**config.mk**
```make
export PLATFORM = sky130hd
export DESIGN_NAME = ex_mem_stage
export DESIGN_NICKNAME = d
export VERILOG_FILES = /design/src/rtl/kira_ex_pkg.sv /design/src/rtl/ex_mem_stage.sv
export SDC_FILE = /design/constraint.sdc
export NUM_CORES = 1
export LEC_CHECK = 0
export ABC_AREA = 1
export CORE_AREA = 2 2 101 103
export CTS_CLUSTER_DIAMETER = 120
export CTS_CLUSTER_SIZE = 12
export DETAILED_ROUTE_END_ITERATION = 10
export DIE_AREA = 0 0 103 105
export HOLD_SLACK_MARGIN = 0.03
export PLACE_DENSITY = 0.75
export SLEW_MARGIN = 20
export SYNTH_ARGS = -nofsm -noshare
export SYNTH_HDL_FRONTEND = slang
export SYNTH_SLANG_ARGS = --single-unit
```
**constraint.sdc**
```tcl
create_clock -name clk -period 0.9 [get_ports clk]
set_input_delay 0.135 -clock clk [delete_from_list [all_inputs] [get_ports clk]]
set_output_delay 0.135 -clock clk [all_outputs]
set_load 0.01 [all_outputs]
```
**src/rtl/kira_ex_pkg.sv**
```systemverilog
// Shared types and constants for the KIRA EX/MEM boundary: ALU op encodings,
// memory access size, the registered EX/MEM payload and the multiply FSM states.
package kira_ex_pkg;

    localparam int KIRA_XLEN      = 32;
    localparam int KIRA_RF_ADDR_W = 5;

    localparam logic [3:0] ALU_SEL_ADD  = 4'd0;
    localparam logic [3:0] ALU_SEL_SUB  = 4'd1;
    localparam logic [3:0] ALU_SEL_SLL  = 4'd2;
    localparam logic [3:0] ALU_SEL_SLT  = 4'd3;
    localparam logic [3:0] ALU_SEL_SLTU = 4'd4;
    localparam logic [3:0] ALU_SEL_XOR  = 4'd5;
    localparam logic [3:0] ALU_SEL_SRL  = 4'd6;
    localparam logic [3:0] ALU_SEL_SRA  = 4'd7;
    localparam logic [3:0] ALU_SEL_OR   = 4'd8;
    localparam logic [3:0] ALU_SEL_AND  = 4'd9;
    localparam logic [3:0] ALU_SEL_LUI  = 4'd10;
    localparam logic [3:0] ALU_SEL_MUL  = 4'd11;

    typedef enum logic [1:0] {
        MEM_B = 2'd0,
        MEM_H = 2'd1,
        MEM_W = 2'd2
    } mem_size_e;

    // Everything the MEM stage needs about one instruction.
    typedef struct packed {
        logic [KIRA_XLEN-1:0]      result;
        logic [KIRA_RF_ADDR_W-1:0] rd;
        logic                      rd_we;
        logic                      mem_re;
        logic                      mem_we;
        mem_size_e                 mem_size;
        logic                      mem_unsigned;
        logic [KIRA_XLEN-1:0]      store_data;
    } ex_mem_t;

    typedef enum logic {
        MUL_IDLE = 1'b0,
        MUL_WAIT = 1'b1
    } mul_state_e;

endpackage

```
**src/rtl/ex_mem_stage.sv**
```systemverilog
// EX/MEM pipeline register of the KIRA core with valid/ready handshake, flush,
// EX->ID forwarding and a load-pending flag for the hazard unit.
// Optional macro KIRA_MUL_MULTICYCLE_EN: multiply is held one extra cycle in EX
// so the multiplier can be timed as a 2-cycle multicycle path.
// XLEN / RF_ADDR_W must match the package payload widths (KIRA_XLEN, KIRA_RF_ADDR_W).
module ex_mem_stage
    import kira_ex_pkg::*;
#(
    parameter int XLEN      = KIRA_XLEN,
    parameter int RF_ADDR_W = KIRA_RF_ADDR_W
) (
    input  logic                 clk,
    input  logic                 rst,
    input  logic                 flush,
    input  logic                 in_valid,
    output logic                 in_ready,
    input  logic [XLEN-1:0]      alu_out,
    input  logic [3:0]           alu_sel,
    input  logic [RF_ADDR_W-1:0] rd,
    input  logic                 rd_we,
    input  logic                 mem_re,
    input  logic                 mem_we,
    input  logic [1:0]           mem_size,
    input  logic                 mem_unsigned,
    input  logic [XLEN-1:0]      store_data,
    output logic                 out_valid,
    input  logic                 out_ready,
    output logic [XLEN-1:0]      out_result,
    output logic [RF_ADDR_W-1:0] out_rd,
    output logic                 out_rd_we,
    output logic                 out_mem_re,
    output logic                 out_mem_we,
    output logic [1:0]           out_mem_size,
    output logic                 out_mem_unsigned,
    output logic [XLEN-1:0]      out_store_data,
    output logic                 fwd_valid,
    output logic [RF_ADDR_W-1:0] fwd_rd,
    output logic [XLEN-1:0]      fwd_data,
    output logic                 load_pending
);

    ex_mem_t ex_mem_p1;
    logic    vld_p1;
    logic    base_ready;
    logic    accept;
    logic    capture;

    // Build the registered payload: x0 never gets a write enable, and an
    // illegal load+store combination is demoted to a plain store.
    function automatic ex_mem_t capture_payload(
        input logic [XLEN-1:0]      f_alu_out,
        input logic [RF_ADDR_W-1:0] f_rd,
        input logic                 f_rd_we,
        input logic                 f_mem_re,
        input logic                 f_mem_we,
        input logic [1:0]           f_mem_size,
        input logic                 f_mem_unsigned,
        input logic [XLEN-1:0]      f_store_data
    );
        ex_mem_t p;
        p.result       = f_alu_out;
        p.rd           = f_rd;
        p.rd_we        = f_rd_we && (f_rd != '0);
        p.mem_re       = f_mem_re && !f_mem_we;
        p.mem_we       = f_mem_we;
        p.mem_size     = mem_size_e'(f_mem_size);
        p.mem_unsigned = f_mem_unsigned;
        p.store_data   = f_store_data;
        return p;
    endfunction

    assign base_ready = !vld_p1 || out_ready;
    assign accept     = in_valid && in_ready;
    assign capture    = accept && !flush;

`ifdef KIRA_MUL_MULTICYCLE_EN
    mul_state_e state_q;
    mul_state_e state_d;
    logic       mul_hold;

    // A fresh multiply is refused for one cycle while the multiplier settles.
    assign mul_hold = (state_q == MUL_IDLE) && in_valid &&
                      (alu_sel == ALU_SEL_MUL) && !flush;
    assign in_ready = base_ready && !mul_hold;

    // Next-state: wait after a held multiply until it is captured or flushed.
    always_comb begin
        state_d = state_q;
        case (state_q)
            MUL_IDLE: if (mul_hold) state_d = MUL_WAIT;
            MUL_WAIT: if (flush || accept) state_d = MUL_IDLE;
            default:  state_d = MUL_IDLE;
        endcase
    end

    // Multiply FSM state register.
    always_ff @(posedge clk) begin
        if (rst) state_q <= MUL_IDLE;
        else     state_q <= state_d;
    end
`else
    logic unused_alu_sel;

    assign unused_alu_sel = ^alu_sel;
    assign in_ready       = base_ready;
`endif

    // Stage boundary EX -> MEM: valid bit, set on capture, cleared on drain/flush.
    always_ff @(posedge clk) begin
        if (rst)            vld_p1 <= 1'b0;
        else if (flush)     vld_p1 <= 1'b0;
        else if (capture)   vld_p1 <= 1'b1;
        else if (out_ready) vld_p1 <= 1'b0;
    end

    // Stage boundary EX -> MEM: payload loads only when an instruction is captured.
    always_ff @(posedge clk) begin
        if (rst)          ex_mem_p1 <= '0;
        else if (capture) ex_mem_p1 <= capture_payload(alu_out, rd, rd_we, mem_re,
                                                       mem_we, mem_size, mem_unsigned,
                                                       store_data);
    end

    assign out_valid        = vld_p1;
    assign out_result       = ex_mem_p1.result;
    assign out_rd           = ex_mem_p1.rd;
    assign out_rd_we        = ex_mem_p1.rd_we;
    assign out_mem_re       = ex_mem_p1.mem_re;
    assign out_mem_we       = ex_mem_p1.mem_we;
    assign out_mem_size     = ex_mem_p1.mem_size;
    assign out_mem_unsigned = ex_mem_p1.mem_unsigned;
    assign out_store_data   = ex_mem_p1.store_data;

    assign fwd_valid    = vld_p1 && ex_mem_p1.rd_we && (ex_mem_p1.rd != '0) && !ex_mem_p1.mem_re;
    assign fwd_rd       = ex_mem_p1.rd;
    assign fwd_data     = ex_mem_p1.result;
    assign load_pending = vld_p1 && ex_mem_p1.mem_re && ex_mem_p1.rd_we && (ex_mem_p1.rd != '0);

endmodule
```
======== After elaboration in Yosys (flattened, before gate mapping) ========
Index checks and enable logic that the tools add are counted.
storage, ports and cells
  register bits ........................... 76
  output and inout port bits .............. 116
  logic and storage cells ................. 30
cells by class
  multiplexer cells ....................... 2
  reductions and logical operators ........ 19
operator list
  kind                 count
  $logic_and A1 B1 Y1  10
  $reduce_bool A5 Y1   2
  $logic_not A1 Y1     4
  $mux W1              2
  $reduce_bool A2 Y1   1
  $reduce_or A2 Y1     1
  $logic_or A1 B1 Y1   1

======== Depth between registers and ports, before layout ========
  word-level depth ........................ 5
  depth in mapped cells ................... 7
  depth with buffers taken out ............ 6

======== Least setup slack after synthesis ========
OpenSTA, ideal clock, no wires.
  path kind ............................... reg-to-reg
  from .................................... register vld_p1, in the netlist out_valid
  to ...................................... register ex_mem_p1 (netlist bit fwd_data[0])
  library setup time ...................... 0.132 ns
  arrival ................................. 0.949 ns
  required time ........................... 0.768 ns
  slack ................................... -0.181 ns
  cell stages (with the launch flop) ...... 6
  period minus slack after synthesis ...... 1.081 ns
  cells stage by stage .................... dfxtp_1 -> nand2_2 -> buf_4 -> buf_2 -> nand3_1 -> a21oi_1
on the way
  cells in the longest elaborated chain, start to end .. 4
RTL lines
  element                 line                 RTL
  from (decl)             ex_mem_stage.sv:43   logic vld_p1;
  from (signal assigned)  ex_mem_stage.sv:110  if (rst) vld_p1 <= 1'b0;
  from (signal assigned)  ex_mem_stage.sv:111  else if (flush) vld_p1 <= 1'b0;
  from (signal assigned)  ex_mem_stage.sv:112  else if (capture) vld_p1 <= 1'b1;
  $logic_not A1 Y1        ex_mem_stage.sv:72   assign base_ready = !vld_p1 || out_ready;
  $logic_or A1 B1 Y1      ex_mem_stage.sv:72
  $logic_and A1 B1 Y1     ex_mem_stage.sv:73   assign accept = in_valid && in_ready;
  $logic_and A1 B1 Y1     ex_mem_stage.sv:74   assign capture = accept && !flush;
  to (signal assigned)    ex_mem_stage.sv:119  else if (capture) ex_mem_p1 <= capture_payload(alu_out, rd, rd_we, mem_re,
  to (decl)               ex_mem_stage.sv:42   ex_mem_t ex_mem_p1;
No other way between the ends.
A chain may end at the register's enable or synchronous reset.

======== Worst setup path in the final report ========
  from .................................... register vld_p1, in the netlist out_valid
  to ...................................... output fwd_valid
on the way
  cells in the longest elaborated chain, start to end .. 3
RTL lines
  element                           line                 RTL
  $logic_and A1 B1 Y1 (3 in a row)  ex_mem_stage.sv:134  assign fwd_valid = vld_p1 && ex_mem_p1.rd_we && (ex_mem_p1.rd != '0) && !ex_mem_p1.mem_re;
  to (decl)                         ex_mem_stage.sv:36   output logic fwd_valid,
No other way between the ends.

==> run metrics <==
Critical Path Max Stage Delay 0.38 ns; Most used DFF post-synth sky130_fd_sc_hd__dfxtp_1; family with the most delay on the worst path flip-flops; post-synthesis cell type count 15; warnings from Yosys 0; cell types with the highest counts after synthesis sky130_fd_sc_hd__nand2_1, sky130_fd_sc_hd__dfxtp_1, sky130_fd_sc_hd__nand3_1; clock tree root buffer cell sky130_fd_sc_hd__clkbuf_8; fill cell total of the finished layout 494; wire length per cell after detailed routing 21.9 um; ordered list of cells on the worst path nand2_1, inv_1, nand2_1, nor2_1, buf_2; Die ar. 10800 sq um; kind of start point of the critical path flip-flop; IO Count 200; Critical Path Sink Type output pin; Area growth syn-to-layout 161%; total number of placement rows 36; fraction of the core area covered by cells at the end of the flow 84.7%; cell type with the highest occurrence count on the critical path sky130_fd_sc_hd__nand2_1; starting utilization of the core area 32.5%; global-route wire length before repair 22000 um; via count of the first global-routing pass 4003; endpoint of the worst hold-timing path out_valid$_SDFFE_PP0P_; core footprint 9640 sq um; cells taking the most area after synthesis sky130_fd_sc_hd__dfxtp_1, sky130_fd_sc_hd__nand3_1, sky130_fd_sc_hd__a21oi_1; Synth top area share 48.6%; max-slew violations 0; post-synthesis net count 480; setup skew after layout 0.0102 ns; outcome finished, violations left; fraction of final layout cells with drive strength greater than 1 77.9%; kind of critical path reg -> out; Post-CTS Hold Fix Bufs 0; area of the multi-input gates 2220 sq um; First-pass DRT Iterations 4; routed vias 4123; violations in the final reports negative setup slack; smallest hold slack 0.149 ns; library cell contributing the largest single delay on the critical path sky130_fd_sc_hd__dfxtp_4; share of async-settable or async-resettable flops after synthesis 0%; biggest fanout along the worst timing path 3; RSZ-0062 raised after global routing true; post-synthesis cell area 3130 sq um; post-route antenna net violation count 0; clk slew on worst S/H paths 0.09 ns; Max VDD drop 723 uV; register area share after synthesis 48.6%; worst path buffer plus inverter count 2; number of synthesized register bits 76; WP data required 0.76 ns; PD cells 1130 nW/um^2; post-layout total power 9200 uW; flip-flop and latch area 1700 sq um; post-route setup TNS -37.91 ns; most common cell in the synthesized netlist sky130_fd_sc_hd__nand2_1; HPWL reported at the end of detailed placement 7020 um; number of sinks on the clock net 76; Final min period 1.42 ns; maximum clock frequency 0.705 GHz; portion of the clock cycle consumed by the worst path in the final layout 158%; detailed-route DRC error count 0; class of the tightest hold or removal check in -> reg; reg2reg end fwd_data[1]$_SDFFE_PP0P_; Final Wtd Congestion 0.725; total wirelength of the detailed-routed design 17600 um; logic depth of the worst register-to-register path 8; Final Worst Setup Slack -0.518 ns; Chip Width 103 um; arrival time reported for the critical path endpoint 1.28 ns; GRT Residual Overflow 0; Static Leak 0.00339 uW; TritonCTS clock tree yes; clk buf depth 2; Min-Delay Startpoint rst; antenna violations before repair 1; Cells after Synth 396; Num CTS Buffers 9; post-synthesis average cell area 7.90 sq um; global-route usage over all layers 26.8%; Hold Fails Final Rpt 0; H-tree depth 3; worst reg-to-reg setup slack -0.43 ns; instance count along the most critical hold path 2; count of routing violations after the opening detailed-route iteration 155; number of port buffers 195; post-placement setup slack -0.592 ns; insertion delay to the later sink of the worst-skew pair 0.35 ns; largest net degree at the start of global routing 33; net total in the final layout 748; cell type contributing the most total cell area after synthesis sky130_fd_sc_hd__dfxtp_1; Worst R2R Start out_valid$_SDFFE_PP0P_; post-detailed-route via-to-cell ratio 5.13; count of maximum capacitance violations 0; number of enable-type register cells in the synthesized netlist 0; relative slew slack 78.3%; Least-Margin Pin Slew 0.326 ns; y dimension of the die 105 um; final number of setup-violating endpoints 192
-- cell usage in the layout (no fill, tap or decap), drive strengths merged --
cell	instances
a211oi	1
inv	9
nor3	1
nand3	76
nand2	83
dfxtp	76
clkinvlp	1
bufbuf	3
clkbuf	12
a21oi	74
nor2	9
clkdlybuf4s50	77
dlygate4sd2	1
nand3b	1
clkinv	2
diode	1
buf	242
bufinv	1
-- layer usage --
layer / part of all wire, % / vias to the layer above / track usage [%]
met1: 34 / 2007 / 29.6
met3: 7.2 / 72 / 7.42
met2: 54 / 218 / 47.9
met4: 5.2 / 0 / 9.96
li1: - / 1826 / -
met5: 0 / - / 0
-- cells by family after synthesis --
logic type	Yosys count	share of synthesized area (%)
compound gates	75	12.1
buf+inv	77	15.6
flops	76	48.6
simple gates	168	23.7
-- power breakdown --
part	switching (uW)	internal, uW
Clock	1370	1370
Sequential	173	3490
Combinational	1170	1620
-- flip-flops by register name (all words and copies together) (netlist names) --
name and count:
out_rd_we 1, fwd_data 32, out_mem_re 1, fwd_rd 5, out_valid 1, out_store_data 32
out_mem_size 2, out_mem_we 1, out_mem_unsigned 1
-- how the worst max path moves through the flow --
stage | to | slack, ns | startpoint | cells after the start
5_1_grt | fwd_valid | -0.59 | out_valid$_SDFFE_PP0P_ | 5
3_3_place_gp | in_ready | -0.59 | out_ready | 4
2_1_floorplan | fwd_rd[1]$_SDFFE_PP0P_ | -0.07 | out_valid$_SDFFE_PP0P_ | 6
4_1_cts | load_pending | -0.44 | fwd_rd[3]$_SDFFE_PP0P_ | 5
3_5_place_dp | in_ready | -0.59 | out_ready | 4
6_report | fwd_valid | -0.52 | out_valid$_SDFFE_PP0P_ | 5
-- repair_timing --
action,CTS,global route
resized for setup,808,214
setup buffers,44,47
cloned,27,1
endpoints found under the hold margin,0,0
setup endpoints to repair,192,192
pin swaps,65,69
-- layout make-up --
class | count | area share [%]
Tap cell | 133 | 2.04
Antenna cell | 1 | 0.0307
Multi-Input combinational cell | 245 | 27.2
Clock inverter | 5 | 0.736
Timing Repair Buffer | 324 | 47.1
Inverter | 8 | 0.368
Clock buffer | 11 | 1.73
Sequential cell | 76 | 20.8
-- stage by stage --
| step | instances | instance area, sq um |
|---|---|---|
| after floorplan | 396 | 3180 |
| after global placement | 682 | 5060 |
| after detailed placement | 682 | 5060 |
| after CTS | 769 | 7210 |
| after global routing | 803 | 8160 |
| final | 803 | 8160 |
No activity file was read; power rests on OpenSTA's default activity.
